`config.mk`:
```
export PLATFORM = sky130hd
export DESIGN_NAME = tnn_feature_framer
export DESIGN_NICKNAME = d
export VERILOG_FILES = /design/src/rtl/tnn_pkg.sv /design/src/rtl/tnn_sat_counter.sv /design/src/rtl/tnn_feature_framer.sv
export SDC_FILE = /design/constraint.sdc
export NUM_CORES = 1
export LEC_CHECK = 0
export ABC_AREA = 1
export CORE_MARGIN = 4
export CORE_UTILIZATION = 53
export DETAILED_ROUTE_END_ITERATION = 10
export GPL_TIMING_DRIVEN = 1
export PLACE_DENSITY = 0.87
export SYNTH_ARGS = -nofsm -noshare
export SYNTH_HDL_FRONTEND = slang
export SYNTH_SLANG_ARGS = --single-unit
```
`constraint.sdc`:
```
create_clock -name clk -period 2.3 [get_ports clk]
set_clock_uncertainty 0.15 [all_clocks]
set_input_delay 0.575 -clock clk [delete_from_list [all_inputs] [get_ports clk]]
set_output_delay 0.575 -clock clk [all_outputs]
set_load 0.01 [all_outputs]
```
`src/rtl/tnn_pkg.sv`:
```
// Shared types for the TNN neuron datapath: feature lane width, frame shape and framer states.
// Imported by the framer and by anything that consumes its frames.
package tnn_pkg;

    localparam int DEF_FEAT_W = 3;
    localparam int DEF_N_FEAT = 5;

    typedef logic [DEF_FEAT_W-1:0] feature_t;
    typedef feature_t [DEF_N_FEAT-1:0] frame_t;

    typedef enum logic [1:0] {
        FILL   = 2'd0,
        HOLD   = 2'd1,
        RESYNC = 2'd2
    } framer_state_e;

endpackage

```
`src/rtl/tnn_sat_counter.sv`:
```
// Event counter that either wraps or sticks at all-ones.
// Used for the emitted-frame count (wrapping) and the drop count (saturating).
module tnn_sat_counter
    import tnn_pkg::*;
#(
    parameter int WIDTH    = 8,
    parameter bit SATURATE = 1'b0
) (
    input  logic             clk,
    input  logic             rst_n,
    input  logic             i_inc,
    output logic [WIDTH-1:0] o_count
);

    logic [WIDTH-1:0] r_count;
    logic             w_at_max;
    logic             w_step;

    assign w_at_max = &r_count;
    assign w_step   = i_inc & ~(SATURATE & w_at_max);

    always_ff @(posedge clk or negedge rst_n) begin
        if (!rst_n) begin
            r_count <= '0;
        end else if (w_step) begin
            r_count <= r_count + 1'b1;
        end
    end

    assign o_count = r_count;

endmodule

```
`src/rtl/tnn_feature_framer.sv`:
```
// Assembles serial 3-bit features into N_FEAT-lane frames for a combinational neuron core,
// checking alignment against s_last and resynchronising after framing errors.
module tnn_feature_framer
    import tnn_pkg::*;
#(
    parameter int FEAT_W = DEF_FEAT_W,
    parameter int N_FEAT = DEF_N_FEAT,
    parameter int CNT_W  = 16
) (
    input  logic                     clk,
    input  logic                     rst_n,
    input  logic                     s_valid,
    output logic                     s_ready,
    input  logic [FEAT_W-1:0]        s_data,
    input  logic                     s_last,
    output logic                     m_valid,
    input  logic                     m_ready,
    output logic [N_FEAT*FEAT_W-1:0] m_frame,
    output logic                     err_sync,
    output logic [CNT_W-1:0]         frame_cnt,
    output logic [7:0]               drop_cnt
);

    localparam int IDX_W = (N_FEAT > 1) ? $clog2(N_FEAT) : 1;
    localparam logic [IDX_W-1:0] LAST_IDX = IDX_W'(N_FEAT - 1);

    typedef logic [N_FEAT-1:0][FEAT_W-1:0] lanes_t;

    framer_state_e    r_state;
    framer_state_e    w_state_nxt;
    logic [IDX_W-1:0] r_idx;
    logic [IDX_W-1:0] w_idx_nxt;
    lanes_t           r_buf;
    lanes_t           r_out;
    lanes_t           w_asm;
    logic             r_mvalid;
    logic             r_sready;
    logic             r_err;
    logic             r_resync_pend;
    logic             w_resync_pend_nxt;
    logic             w_accept;
    logic             w_slot_free;
    logic             w_handoff;
    logic             w_load;
    logic             w_err;
    logic             w_drop_inc;

    assign w_accept    = s_valid & r_sready;
    assign w_slot_free = ~r_mvalid | m_ready;
    assign w_handoff   = r_mvalid & m_ready;

    // The completing beat goes straight into the output register via w_asm, giving 1-cycle latency.
    always_comb begin
        w_asm = r_buf;
        if ((r_state == FILL) && w_accept) begin
            w_asm[r_idx] = s_data;
        end
    end

    always_comb begin
        w_state_nxt       = r_state;
        w_idx_nxt         = r_idx;
        w_load            = 1'b0;
        w_err             = 1'b0;
        w_drop_inc        = 1'b0;
        w_resync_pend_nxt = r_resync_pend;
        case (r_state)
            FILL: begin
                if (w_accept) begin
                    if (r_idx != LAST_IDX) begin
                        if (s_last) begin
                            w_err      = 1'b1;
                            w_drop_inc = 1'b1;
                            w_idx_nxt  = '0;
                        end else begin
                            w_idx_nxt = r_idx + 1'b1;
                        end
                    end else begin
                        w_idx_nxt = '0;
                        w_err     = ~s_last;
                        if (w_slot_free) begin
                            w_load = 1'b1;
                            if (!s_last) begin
                                w_state_nxt = RESYNC;
                                w_drop_inc  = 1'b1;
                            end
                        end else begin
                            w_state_nxt       = HOLD;
                            w_resync_pend_nxt = ~s_last;
                        end
                    end
                end
            end
            HOLD: begin
                if (w_slot_free) begin
                    w_load            = 1'b1;
                    w_resync_pend_nxt = 1'b0;
                    if (r_resync_pend) begin
                        w_state_nxt = RESYNC;
                        w_drop_inc  = 1'b1;
                    end else begin
                        w_state_nxt = FILL;
                    end
                end
            end
            RESYNC: begin
                if (w_accept && s_last) begin
                    w_state_nxt = FILL;
                    w_idx_nxt   = '0;
                end
            end
            default: begin
                w_state_nxt = FILL;
                w_idx_nxt   = '0;
            end
        endcase
    end

    // s_ready is registered from the next state so m_ready never reaches it combinationally.
    always_ff @(posedge clk or negedge rst_n) begin
        if (!rst_n) begin
            r_state       <= FILL;
            r_idx         <= '0;
            r_buf         <= '0;
            r_out         <= '0;
            r_mvalid      <= 1'b0;
            r_sready      <= 1'b0;
            r_err         <= 1'b0;
            r_resync_pend <= 1'b0;
        end else begin
            r_state       <= w_state_nxt;
            r_idx         <= w_idx_nxt;
            r_buf         <= w_asm;
            r_mvalid      <= w_load | (r_mvalid & ~m_ready);
            r_sready      <= (w_state_nxt != HOLD);
            r_err         <= w_err;
            r_resync_pend <= w_resync_pend_nxt;
            if (w_load) begin
                r_out <= w_asm;
            end
        end
    end

    tnn_sat_counter #(
        .WIDTH    (CNT_W),
        .SATURATE (1'b0)
    ) u_frame_cnt (
        .clk     (clk),
        .rst_n   (rst_n),
        .i_inc   (w_handoff),
        .o_count (frame_cnt)
    );

    tnn_sat_counter #(
        .WIDTH    (8),
        .SATURATE (1'b1)
    ) u_drop_cnt (
        .clk     (clk),
        .rst_n   (rst_n),
        .i_inc   (w_drop_inc),
        .o_count (drop_cnt)
    );

    assign s_ready  = r_sready;
    assign m_valid  = r_mvalid;
    assign m_frame  = r_out;
    assign err_sync = r_err;

endmodule

```
==> impl_metrics.json, run 1 <==
{
  "clk-insertion-delay-late_ps": 340,
  "drtPass1Iterations": 4,
  "synth_seq_area_share_pct": 51.66,
  "use_met2_pct": 34.06,
  "power.ir.vdd_worst_uv": 629.5,
  "crit_path_top_delay_cell": "sky130_fd_sc_hd__clkdlybuf4s50_1",
  "finalSetupViolCount": 0,
  "reg2reg_setup_slack_ps": 330,
  "largest_buffer_count_on_any_clock_path": 2,
  "drv.max_cap_violation_count": 0,
  "startpoint_type": "flip-flop",
  "fmax_mhz": 480.2,
  "critical_path.n_buffers_inverters": 1,
  "yosys_register_bits": 63,
  "top_level_ports": 50,
  "cts_hold_repair.buffers": 0,
  "grt_pass1_vias": 2617,
  "cts_sinks": 63,
  "placement.setup.worst_slack_ps": 95.93,
  "warnings_from_yosys": 0,
  "synth_area_per_cell_um2": 8.430,
  "grt.met3_usage_pct": 4.146,
  "final_core_utilization_pct": 68.59,
  "cpLargestDelayFamily": "buffers and inverters",
  "synth.cell_area_um2": 3052,
  "clkSlewWorstSetupHoldPaths_ps": 70,
  "core.rowCount": 27,
  "cts_htree_levels": 3,
  "run_status": "finished, final reports clean",
  "grt-ovfl-total": 0,
  "ctsResizeCount": 0,
  "critPathKind": "flip-flop to output port",
  "most_heavily_used_metal_layer_in_global_routing": "met2",
  "timing.critical_path.fanout_max": 7,
  "average_detailed_routed_wire_length_per_instance_um": 13.00,
  "cts_root_buf": "sky130_fd_sc_hd__clkbuf_8",
  "cts_buffers": 9,
  "floorplan.die.height_um": 83.88,
  "net_count_after_synthesis": 374,
  "initial_core_util_pct": 55.08,
  "die-area_um2": 7036,
  "worstSetupEndpointType": "output port",
  "io_buffers": 49,
  "fin_nets": 434,
  "final-seq-area_um2": 1577,
  "slew_headroom_pct": 77.00,
  "finalWirelength_mm": 6.463,
  "postCtsSetupRepairBufs": 0,
  "synth_cell_type_count": 30,
  "multiInputGateArea_um2": 1300,
  "timing.final.max_slew_violations": 0,
  "gp_congestion": 0.8722,
  "drt-initial-drc-count": 104,
  "postLayoutSetupSlackWorst_ps": 217.7,
  "grtUsageMet1_pct": 25.11,
  "grt_max_degree": 64,
  "grt_setup_unrepaired": "false",
  "crit_path_cell_trace": "clkdlybuf4s50_1",
  "final_layout_size_suffix_gt1_share_pct": 11.06,
  "period_share_pct": 90.53,
  "final.setup.tns_ps": 0,
  "p_per_area_nw_per_um2": 950.2,
  "cts_tree": "yes",
  "antenna_found_initial": 0,
  "hold-worst-slack_ps": 83.84,
  "timing.final.hold_violations": 0,
  "grt_use_total_pct": 20.50,
  "detail-route-antenna-nets": 0,
  "core_area_um2": 5540,
  "max_slew.worst_pin.slew_ps": 343.8,
  "critPathRequiredTime_ps": 1570,
  "horiz_die_dim_um": 83.88,
  "area_growth_pct": 24.52,
  "grt_pass1_wl_mm": 11.72,
  "filler_cell_count": 463,
  "via_count": 2522,
  "worstPathArrival_ps": 1360,
  "finalWorstPathRequiredPeriod_ps": 2082,
  "viasPerCell": 5.074,
  "drc": 0,
  "holdCritPathClass": "input port to asynchronous set/reset pin",
  "diodes": 0,
  "cellLeakagePower_uw": 0.001915,
  "dp_hpwl_mm": 4.681,
  "cpPeakStageDelay_ps": 570,
  "syn-instance-count": 362
}
final cells by class:
class	count	area share, %
clock buffer	13	4.182
clock inverter	1	0.1317
inverter	41	4.116
multi-input combinational	256	34.21
sequential	63	41.49
tap	72	2.371
timing repair buffer	51	13.50
cells by family after synthesis:
| family | share of synthesized area, % |
|---|---|
| adders and majority gates | 1.640 |
| buffers and inverters | 5.740 |
| and+or+nand+nor | 32.47 |
| xor gates and xnor gates | 3.444 |
| DFF | 51.66 |
| AOI/OAI and AO/OA | 5.043 |
final timing paths:
check	to	startpoint	depth (start not counted)
min in group clk	m_frame[1]	m_frame[1]	2
max in group asynchronous	m_frame[10]	rst_n	2
worst min register to register	m_frame[1]	m_frame[1]	2
worst max-delay path	drop_cnt[5]	u_drop_cnt.o_count[5]	1
worst min-delay path	u_drop_cnt.o_count[3]	rst_n	2
worst max register to register	u_drop_cnt.o_count[6]	r_idx[0]	10
metrics by stage:
step,instance area [um2],power [uW],cells
2_1_floorplan,3052,2268,362
3_3_place_gp,3636,2745,483
3_5_place_dp,3636,2806,483
4_1_cts,3800,3643,497
5_1_grt,3800,3861,497
6_report,3800,3611,497
layout by cell type, fill, tap and decap left out, drive strengths merged:
master	synthesis	layout
a21oi	2	2
inv	41	41
nand4	6	6
nand2	147	147
clkinv	0	1
clkdlybuf4s50	0	48
and2	1	1
or2	1	1
buf	2	3
ha	4	4
clkbuf	0	13
nor2	26	26
xor2	6	6
nor3	5	5
nand3	20	20
o211ai	1	1
dfrtp	63	63
nand3b	6	6
o21ai	25	25
xnor2	6	6
where the power goes:
part | internal (uW) | switching (uW)
Clock | 437 | 382
Sequential | 1410 | 217
Combinational | 535 | 629
Total | 2380 | 1230
per-layer routing:
| layer | routed length (um) | share of wire [%] |
|---|---|---|
| met5 | 0 | 0 |
| met4 | 185 | 2.9 |
| met3 | 307 | 4.8 |
| met2 | 3138 | 49 |
| met1 | 2831 | 44 |
sequential cells by signal, indices dropped and copies added, names as in the netlist:
signal and cells:
err_sync 1, m_valid 1, m_frame 15, r_resync_pend 1
s_ready 1, r_state 2, u_drop_cnt.o_count 8, r_buf 15
u_frame_cnt.o_count 16, r_idx 3
synthesized netlist by cell type:
cell                       number  area, um2
sky130_fd_sc_hd__nand4_1        5      31.28
sky130_fd_sc_hd__a21oi_1        1      5.000
sky130_fd_sc_hd__nand2_4        3      33.78
sky130_fd_sc_hd__buf_6          1      11.26
sky130_fd_sc_hd__nor2_1        20      75.07
sky130_fd_sc_hd__buf_4          1      7.510
sky130_fd_sc_hd__nand3_1       15      75.07
sky130_fd_sc_hd__nor2_2         3      18.77
sky130_fd_sc_hd__nor2_8         1      20.02
sky130_fd_sc_hd__o21ai_1       15      75.07
sky130_fd_sc_hd__o21ai_0       10      50.05
sky130_fd_sc_hd__or2_2          1      6.260
sky130_fd_sc_hd__inv_1         33      123.9
sky130_fd_sc_hd__o211ai_1       1      7.510
sky130_fd_sc_hd__inv_2          7      26.28
sky130_fd_sc_hd__dfrtp_1       63       1577
sky130_fd_sc_hd__nand2_1      139      521.8
sky130_fd_sc_hd__nand3_2        5      50.05
sky130_fd_sc_hd__nor2_4         2      22.52
sky130_fd_sc_hd__and2_1         1      6.260
sky130_fd_sc_hd__nand3b_1       4      30.03
sky130_fd_sc_hd__xnor2_1        6      52.55
sky130_fd_sc_hd__a21oi_4        1      16.27
sky130_fd_sc_hd__nor3_1         5      25.02
sky130_fd_sc_hd__nand3b_2       2      22.52
sky130_fd_sc_hd__xor2_1         6      52.55
sky130_fd_sc_hd__inv_4          1      6.260
sky130_fd_sc_hd__ha_1           4      50.05
sky130_fd_sc_hd__nand2_2        5      31.28
sky130_fd_sc_hd__nand4_4        1      21.27
(Power assumes the default switching activity.)
==> run 2: changes to the inputs <==
SKIP_LAST_GASP = 1   (was unset)
==> results of run 2 <==
Final layout, timing and power as in run 1 (identical DEF).
